--- config.mk ---
export PLATFORM = sky130hd
export DESIGN_NAME = fetch_stage
export DESIGN_NICKNAME = d
export VERILOG_FILES = /design/src/rtl/fetch_stage.sv
export SDC_FILE = /design/constraint.sdc
export NUM_CORES = 1
export LEC_CHECK = 0
export CAP_MARGIN = 5
export CELL_PAD_IN_SITES_DETAIL_PLACEMENT = 0
export CELL_PAD_IN_SITES_GLOBAL_PLACEMENT = 1
export CORE_AREA = 2 2 92 183
export DETAILED_ROUTE_END_ITERATION = 10
export DIE_AREA = 0 0 94 185
export GPL_TIMING_DRIVEN = 0
export HOLD_SLACK_MARGIN = 0.15
export PLACE_DENSITY = 0.87
export REMOVE_ABC_BUFFERS = 1
export SKIP_LAST_GASP = 1
export SLEW_MARGIN = 15
export SYNTH_ARGS = -nofsm -noshare
export SYNTH_HDL_FRONTEND = slang
export SYNTH_SLANG_ARGS = --single-unit
--- constraint.sdc ---
create_clock -name clk -period 4 [get_ports clk]
set_input_delay 1.2 -clock clk [delete_from_list [all_inputs] [get_ports clk]]
set_output_delay 1.2 -clock clk [all_outputs]
set_load 0.02 [all_outputs]
--- src/rtl/fetch_stage.sv ---
// Instruction fetch stage: PC register with redirect/stall control and the IF/ID
// pipeline register feeding decode, plus a sticky flag for misaligned redirect targets.
module fetch_stage #(
  parameter logic [31:0] RESET_PC  = 32'h0000_0000,
  parameter logic [31:0] NOP_INSTR = 32'h0000_0013
) (
  input  logic        clk,
  input  logic        reset,
  input  logic        PCSrcE,
  input  logic [31:0] PCTargetE,
  input  logic        StallF,
  input  logic        StallD,
  input  logic        FlushD,
  input  logic [31:0] InstrF,
  output logic [31:0] PCF,
  output logic [31:0] InstrD,
  output logic [31:0] PCD,
  output logic [31:0] PCPlus4D,
  output logic        ValidD,
  output logic        MisalignErr
);

  logic [31:0] pc_plus4_f;

  assign pc_plus4_f = PCF + 32'd4;

  // Redirect beats stall so a taken branch is never dropped; low target bits are
  // forced to zero and the misalignment is reported separately.
  always_ff @(posedge clk) begin
    if (reset) begin
      PCF <= RESET_PC;
    end else if (PCSrcE) begin
      PCF <= {PCTargetE[31:2], 2'b00};
    end else if (!StallF) begin
      PCF <= pc_plus4_f;
    end
  end

  // Flush beats stall: a bubble is inserted even while decode is held.
  always_ff @(posedge clk) begin
    if (reset || FlushD) begin
      InstrD   <= NOP_INSTR;
      PCD      <= 32'd0;
      PCPlus4D <= 32'd0;
      ValidD   <= 1'b0;
    end else if (!StallD) begin
      InstrD   <= InstrF;
      PCD      <= PCF;
      PCPlus4D <= pc_plus4_f;
      ValidD   <= 1'b1;
    end
  end

  always_ff @(posedge clk) begin
    if (reset) begin
      MisalignErr <= 1'b0;
    end else if (PCSrcE && (PCTargetE[1:0] != 2'b00)) begin
      MisalignErr <= 1'b1;
    end
  end

endmodule

# Yosys cells after proc, flatten, opt, wreduce, memory -nomap -nowiden
# Cells that the tools add are included.
op_classes:
  addsub: 1
  n_eq_ne: 1
  mux: 2
  reduce_logical: 4
ops:
  columns: ["operator", "n"]
  rows:
  - ["$mux 32", 2]
  - ["$add 32x3->32 const B", 1]
  - ["$ne 2x2->1 const B", 1]
  - ["$reduce_bool 2->1", 1]
  - ["$reduce_or 2->1", 1]
  - ["$logic_and 1x1->1", 1]
  - ["$logic_or 1x1->1", 1]
word_totals:
  ff_bits: 130
  inputBits: 70
  output_inout_bits: 130
  elab_cells: 15

# Depth between registers and ports, before layout
# Gate-level depths: netlist of the first run.
logic_depth:
  word_depth: 3
  depth_mapped: 7
  mapped_depth_nobuf: 6

# Worst setup path after synthesis of the first run
# No wires, ideal clock.
synth_timing:
  path_kind: "input-to-reg"
  startpoint: "input port StallD"
  endpoint: "register InstrD[0]"
  setup_time_ns: 0.126
  arrival_ns: 2.489
  t_required_ns: 3.874
  slack_ns: 1.385
  cell_stages: 5
  path_buffers: 3
  path_cell_list: "clkbuf_1 -> buf_1 -> buf_1 -> mux2i_1 -> nand2_1"
synth_lines:
  columns: ["item", "line_no", "source"]
  rows:
  - ["start, declared", "12", "input logic StallD,"]
  - ["end signal, assigned", "47", "InstrD <= InstrF;"]
  - ["end, declared", "16", "output logic [31:0] InstrD,"]

# Worst setup path after layout of the first run
layout_timing:
  startpoint: "input port StallF"
  endpoint: "register PCF[28]"
layout_between:
  elab_chain_len: 1
layout_rtl:
  columns: ["item", "line_no", "source"]
  rows:
  - ["start, declared", "11", "input logic StallF,"]
  - ["$ne 2x2->1 (no source line)", null, null]
  - ["end signal, assigned", "33", "PCF <= {PCTargetE[31:2], 2'b00};"]
  - ["end signal, assigned", "35", "PCF <= pc_plus4_f;"]
  - ["end, declared", "15", "output logic [31:0] PCF,"]
# No other way between the ends.
# A chain may end at the register's enable or synchronous reset.

==> flow_summary.yaml, run 1 <==
status:
  outcome: "finished, final reports clean"
sta:
  drv_slew: 0
  hold_viol: 0
  fin_crit_ns: 3.53
  tightest_slew_ns: 0.942
  holdWs_ns: 0.450
  rsz0062_at_grt: "no"
  setup_viol: 0
  finalClockSkew_ns: 0.00895
  slew_headroom: 0.366
  finalCritPeriodShare: 0.883
  fmax_ghz: 0.283
synth:
  ys_ff_latch: 124
  async_flop_share: 0
  synthTopCellsByCount: "dfxtp_1 (124), nor2_1 (98), mux2i_1 (70)"
  yosysMostFrequentCell: "dfxtp_1"
  ys_types: 40
  seq_area_frac_synth: 0.452
  synth_edf_count: 0
  synth_warnings: 0
  synth_area_leaders: "dfxtp_1 (45%), mux2i_1 (13%), nor2_1 (6.7%)"
  netlist.area_leader.share: 0.452
  synth_flop_cell: "dfxtp_1"
  synthCells: 618
  yosys.area.top_type: "dfxtp_1"
  avgSynthCellArea_um2: 8.88
  netlist_area_um2: 5490
critical_path:
  arrival_ns: 3.83
  crit_type: "in -> reg"
  end_kind: "flop"
  worstPathBufferInverterCount: 1
  worstPathCellList: "clkdlybuf4s50_1, nand4b_1, nor4_1, nand4_1, xnor2_1, o21a_1"
  cpLargestDelayFamily: "simple AND/OR/NAND/NOR gates"
  max_stage_delay_ns: 0.84
  cp_slowest_cell: "nor4_1"
  worstPathRequired_ns: 4.30
  startpoint_type: "primary input"
  worstPathMaxFanout: 12
route:
  remaining_drc_errors: 0
  wl_per_cell_um: 15.1
  drt_pass1_iterations: 4
  routed_wl_um: 15000
  initialDrtViolationCount: 177
  viasPerCell: 4.82
  ant_nets: 0
  vias: 4815
cts:
  path_clk_slew_ns: 0.06
  cts_max_level: 4
  cts.sinks: 124
  clk_latency_ns: 0.41
  cts_setup_buffers: 0
  cts_hold_buf: 0
  cts_buffers: 17
  cts.repair.resized: 0
  cts_buffer_depth: 2
  ctsRootBufferMaster: "clkbuf_16"
  cts_tree: "built"
floorplanning:
  die_w_um: 94
  core-area_um2: 16100
  io_pins: 200
  die_h_um: 185
  initial_core_util: 0.341
  dieArea_um2: 17400
  rows: 66
power_and_ir_drop:
  power_frac_seq: 0.411
  p_total_mw: 3.27
  switchingPower_mw: 0.821
  swShare: 0.251
  clock_power_share: 0.462
  power.density_nw_per_um2: 404
  combPwrFrac: 0.128
  power.internal_mw: 2.44
  p_leak_nw: 3.12
  vdd_ir_drop_max_v: 0.000302
worst_hold_path:
  hold_path.class: "reg -> reg"
grt:
  grt_max_degree: 50
  antenna_found_initial: 0
  grt_pass1_vias: 4598
  grt_pass1_wl_um: 23800
  grt_use_total: 0.175
  grt_overflow: 0
cells_and_area:
  fin_nets: 852
  final_cells: 998
  diodes: 0
  drive_above_1_share: 0.0680
  syn_to_final_growth_pct: 47.4
  final_area_um2: 8090
  utilization: 0.502
placement:
  place.detailed.hpwl_um: 10300
  gp_congestion: 0.784
  portBuffers: 193
  place_inst: 966
  place_area_um2: 7510
job:
  drv_cap: 0
[kinds of logic (layout without fill, tap and decap cells)]
logic type,count (synthesis),in the layout,share of synthesized area
flops,124,124,0.452
xor+xnor,52,52,0.0830
simple gates,193,193,0.174
other cells,1,6,0.000683
fa+ha+maj,1,1,0.00228
mux,70,70,0.128
compound gates,96,96,0.0976
buf+inv,81,252,0.0627
[layout make-up]
cell class,instances,area [µm²]
timing repair buffer,197,2000
fill,1560,8010
multi-input combinational,418,2690
clock inverter,12,121
sequential,124,2480
clock buffer,20,457
tap,204,255
inverter,23,86.3
[flip-flops by register name (all words and copies together) (netlist names)]
register	flops
PCF	30
ValidD	1
PCPlus4D	30
MisalignErr	1
InstrD	32
PCD	30
[power by group through the flow]
stage / registers (mW) / clock network [mW] / logic, mW
finish: 1.34 / 1.51 / 0.417
global route: 1.35 / 1.60 / 0.452
CTS: 1.34 / 1.55 / 0.422
detailed placement: 1.37 / 0 / 0.420
global placement: 1.37 / 0 / 0.421
floorplan: 1.41 / 0 / 0.131
[final timing paths]
| check | from | end | slack (ns) | depth (start not counted) |
|---|---|---|---|---|
| min reg2reg | MisalignErr$_SDFFE_PP0P_ | MisalignErr$_SDFFE_PP0P_ | 0.45 | 2 |
| min | MisalignErr$_SDFFE_PP0P_ | MisalignErr$_SDFFE_PP0P_ | 0.45 | 2 |
| max reg2reg | PCF[7]$_SDFFE_PP0P_ | PCF[28]$_SDFFE_PP0P_ | 1.28 | 5 |
| max | StallF | PCF[28]$_SDFFE_PP0P_ | 0.47 | 6 |
[worst reg2reg max path, stage by stage, from the launching register on]
cell and delay, ns:
dfxtp_1 0.48, nand4_1 0.59, nor4_1 1.00, nand4_1 0.20, xnor2_1 0.17, o21a_1 0.16
[metrics by stage]
stage | TNS [ns] | worst slack [ns]
2_1_floorplan | 0 | 1.42
3_3_place_gp | -177.07 | -3.59
3_5_place_dp | 0 | 0.0510
4_1_cts | 0 | 0.483
5_1_grt | 0 | 0.367
6_report | 0 | 0.469
[cells in the final DEF (no fill, tap or decap), types with 8 or more instances in the layout]
cell / count
a21oi_1: 48
clkbuf_16: 17
clkdlybuf4s50_1: 190
dfxtp_1: 124
inv_1: 22
mux2i_1: 70
nand2_1: 19
nand3_1: 10
nand4_1: 11
nor2_1: 97
nor2b_1: 8
nor3_1: 14
nor3_2: 8
o21a_1: 14
o21ai_0: 27
xnor2_1: 29
xor2_1: 23
[routing by layer]
metal / vias to the layer above / GRT usage / share of wire / routed length [µm]
met1: 2227 / 0.222 / 0.45 / 6730
met3: 13 / 0.0566 / 0.084 / 1270
met4: 0 / 0.0603 / 0.013 / 195
met2: 184 / 0.277 / 0.45 / 6830
li1: 2391 / - / - / -
met5: - / 0 / 0 / 0
Note: power is estimated with default switching activity, not from simulation.
==> run 2, diff against run 1 <==
--- a/config.mk
+++ b/config.mk
@@ -9,9 +9,9 @@
 export CELL_PAD_IN_SITES_DETAIL_PLACEMENT = 0
 export CELL_PAD_IN_SITES_GLOBAL_PLACEMENT = 1
 export CORE_AREA = 2 2 92 183
+export CTS_CLUSTER_DIAMETER = 120
 export DETAILED_ROUTE_END_ITERATION = 10
 export DIE_AREA = 0 0 94 185
-export GPL_TIMING_DRIVEN = 0
 export HOLD_SLACK_MARGIN = 0.15
 export PLACE_DENSITY = 0.87
 export REMOVE_ABC_BUFFERS = 1
==> run 2 against run 1 <==
Net effect: final cell count is 0.90% higher; maximum frequency is 22% higher; global-route usage is 0.51 points higher; critical path depth is 5 lower; die area stayed put; combinational power hardly changed; routed wire length is 1.2% higher; clock skew is 0.0074 ns higher; utilization is 0.093 points higher.
==> flow_summary.yaml, run 2 (synthesized netlist as in run 1, its figures left out) <==
status:
  outcome: "finished, final reports clean"
critical_path:
  worstPathBufferInverterCount: 1
  max_stage_delay_ns: 0.70
  critical_path_depth: 1
  crit_type: "reg -> out"
  end_kind: "output port"
  cpLargestDelayFamily: "buffers and inverters"
  worstPathRequired_ns: 2.80
  cp-startpoint: "PCF[15]$_SDFFE_PP0P_"
  worstPathCellList: "clkdlybuf4s50_1"
  startpoint_type: "flop"
  reg2regPathDepth: 6
  r2r-start: "PCF[2]$_SDFFE_PP0P_"
  cp_slowest_cell: "clkdlybuf4s50_1"
  arrival_ns: 1.70
  worstPathMaxFanout: 10
route:
  drt_pass1_iterations: 7
  initialDrtViolationCount: 158
  wl_met1_um: 6620
  wl_met2_um: 7100
  routed_wl_um: 15200
  wl_per_cell_um: 15.1
  wl_met3_um: 1260
  vias: 4778
  ant_nets: 0
  remaining_drc_errors: 0
  viasPerCell: 4.74
  dr.max_layer_used: "met4"
cells_and_area:
  final_common_cell: "clkdlybuf4s50_1"
  final_cell_mix: "clkdlybuf4s50_1 (191), dfxtp_1 (124), nor2_1 (98)"
  final_area_um2: 8100
  syn_to_final_growth_pct: 47.7
  drive_above_1_share: 0.0748
  largest_reg_flops: 32
  utilization: 0.503
  fin_nets: 860
  top_register: "InstrD"
cts:
  path_clk_slew_ns: 0.06
  clk_latency_ns: 0.42
  cts_hold_buf: 0
  cts.sinks: 124
  cts_setup_buffers: 0
  cts_tree: "built"
  cts.repair.resized: 0
  ctsRootBufferMaster: "clkbuf_16"
  cts_buffer_depth: 2
  cts_max_level: 4
  cts_buffers: 17
floorplanning:
  dieArea_um2: 17400
  core-area_um2: 16100
  io_pins: 200
  rows: 66
  die_h_um: 185
  initial_core_util: 0.341
  die_w_um: 94
grt:
  grt_pass1_vias: 4735
  grt_max_degree: 58
  antenna_found_initial: 0
  grt_use_total: 0.180
  grt_pass1_wl_um: 24400
  grt_overflow: 0
placement:
  place.detailed.hpwl_um: 10600
  place_area_um2: 7520
  portBuffers: 193
  gp_congestion: 0.726
sta:
  tns_ns: 0
  slew_headroom: 0.287
  drv_slew: 0
  hold_viol: 0
  holdWs_ns: 0.450
  setup_viol: 0
  finalCritPeriodShare: 0.725
  fmax_ghz: 0.345
  fin_crit_ns: 2.90
  finalClockSkew_ns: 0.0163
  tightest_slew_ns: 1.07
  rsz0062_at_grt: "no"
job:
  drv_cap: 0
power_and_ir_drop:
  p_total_mw: 3.27
  power.density_nw_per_um2: 403
  p_leak_nw: 3.14
  vdd_ir_drop_max_v: 0.000319
worst_hold_path:
  hold_path.class: "reg -> reg"
  holdPathStages: 2
  min-delay-start: "MisalignErr$_SDFFE_PP0P_"
-- run 2: metal layers --
layer / GRT usage / up-vias
li1: - / 2409
met3: 0.0651 / 17
met5: 0 / -
met1: 0.216 / 2178
met4: 0.0591 / 0
met2: 0.296 / 174
-- run 2: worst reg2reg max path, cell delays in order, from the launching register on --
cell and delay [ns]:
dfxtp_1 0.45, ha_1 0.28, nand3_1 0.35, nor4_1 0.69, nand4_1 0.22, xor2_1 0.18
a21oi_1 0.13
-- run 2: report_power, final --
part,switching [mW],internal (mW)
registers,0.0569,1.28
clock network,0.579,0.935
logic,0.200,0.215
-- run 2: per-stage QoR --
stage                     worst slack, ns  std cells
after floorplan                      1.42        565
after global placement              0.800        974
after detailed placement            0.804        974
after CTS                            1.11       1006
after global routing                 1.03       1006
final                                1.10       1007
-- run 2: worst paths after layout --
| path | end | slack, ns |
|---|---|---|
| setup reg to reg | PCPlus4D[28]$_SDFFE_PP0N_ | 1.64 |
| setup / recovery | PCF[15] | 1.10 |
| hold reg to reg | MisalignErr$_SDFFE_PP0P_ | 0.45 |
| hold / removal | MisalignErr$_SDFFE_PP0P_ | 0.45 |
-- run 2: area by class of cell --
| class | instances | area (µm²) |
|---|---|---|
| timing repair buffer | 205 | 2010 |
| antenna | 1 | 2.50 |
| tap | 204 | 255 |
| multi-input combinational | 418 | 2680 |
| clock buffer | 18 | 439 |
| clock inverter | 14 | 144 |
| sequential | 124 | 2480 |
| inverter | 23 | 86.3 |
| fill | 1508 | 8000 |
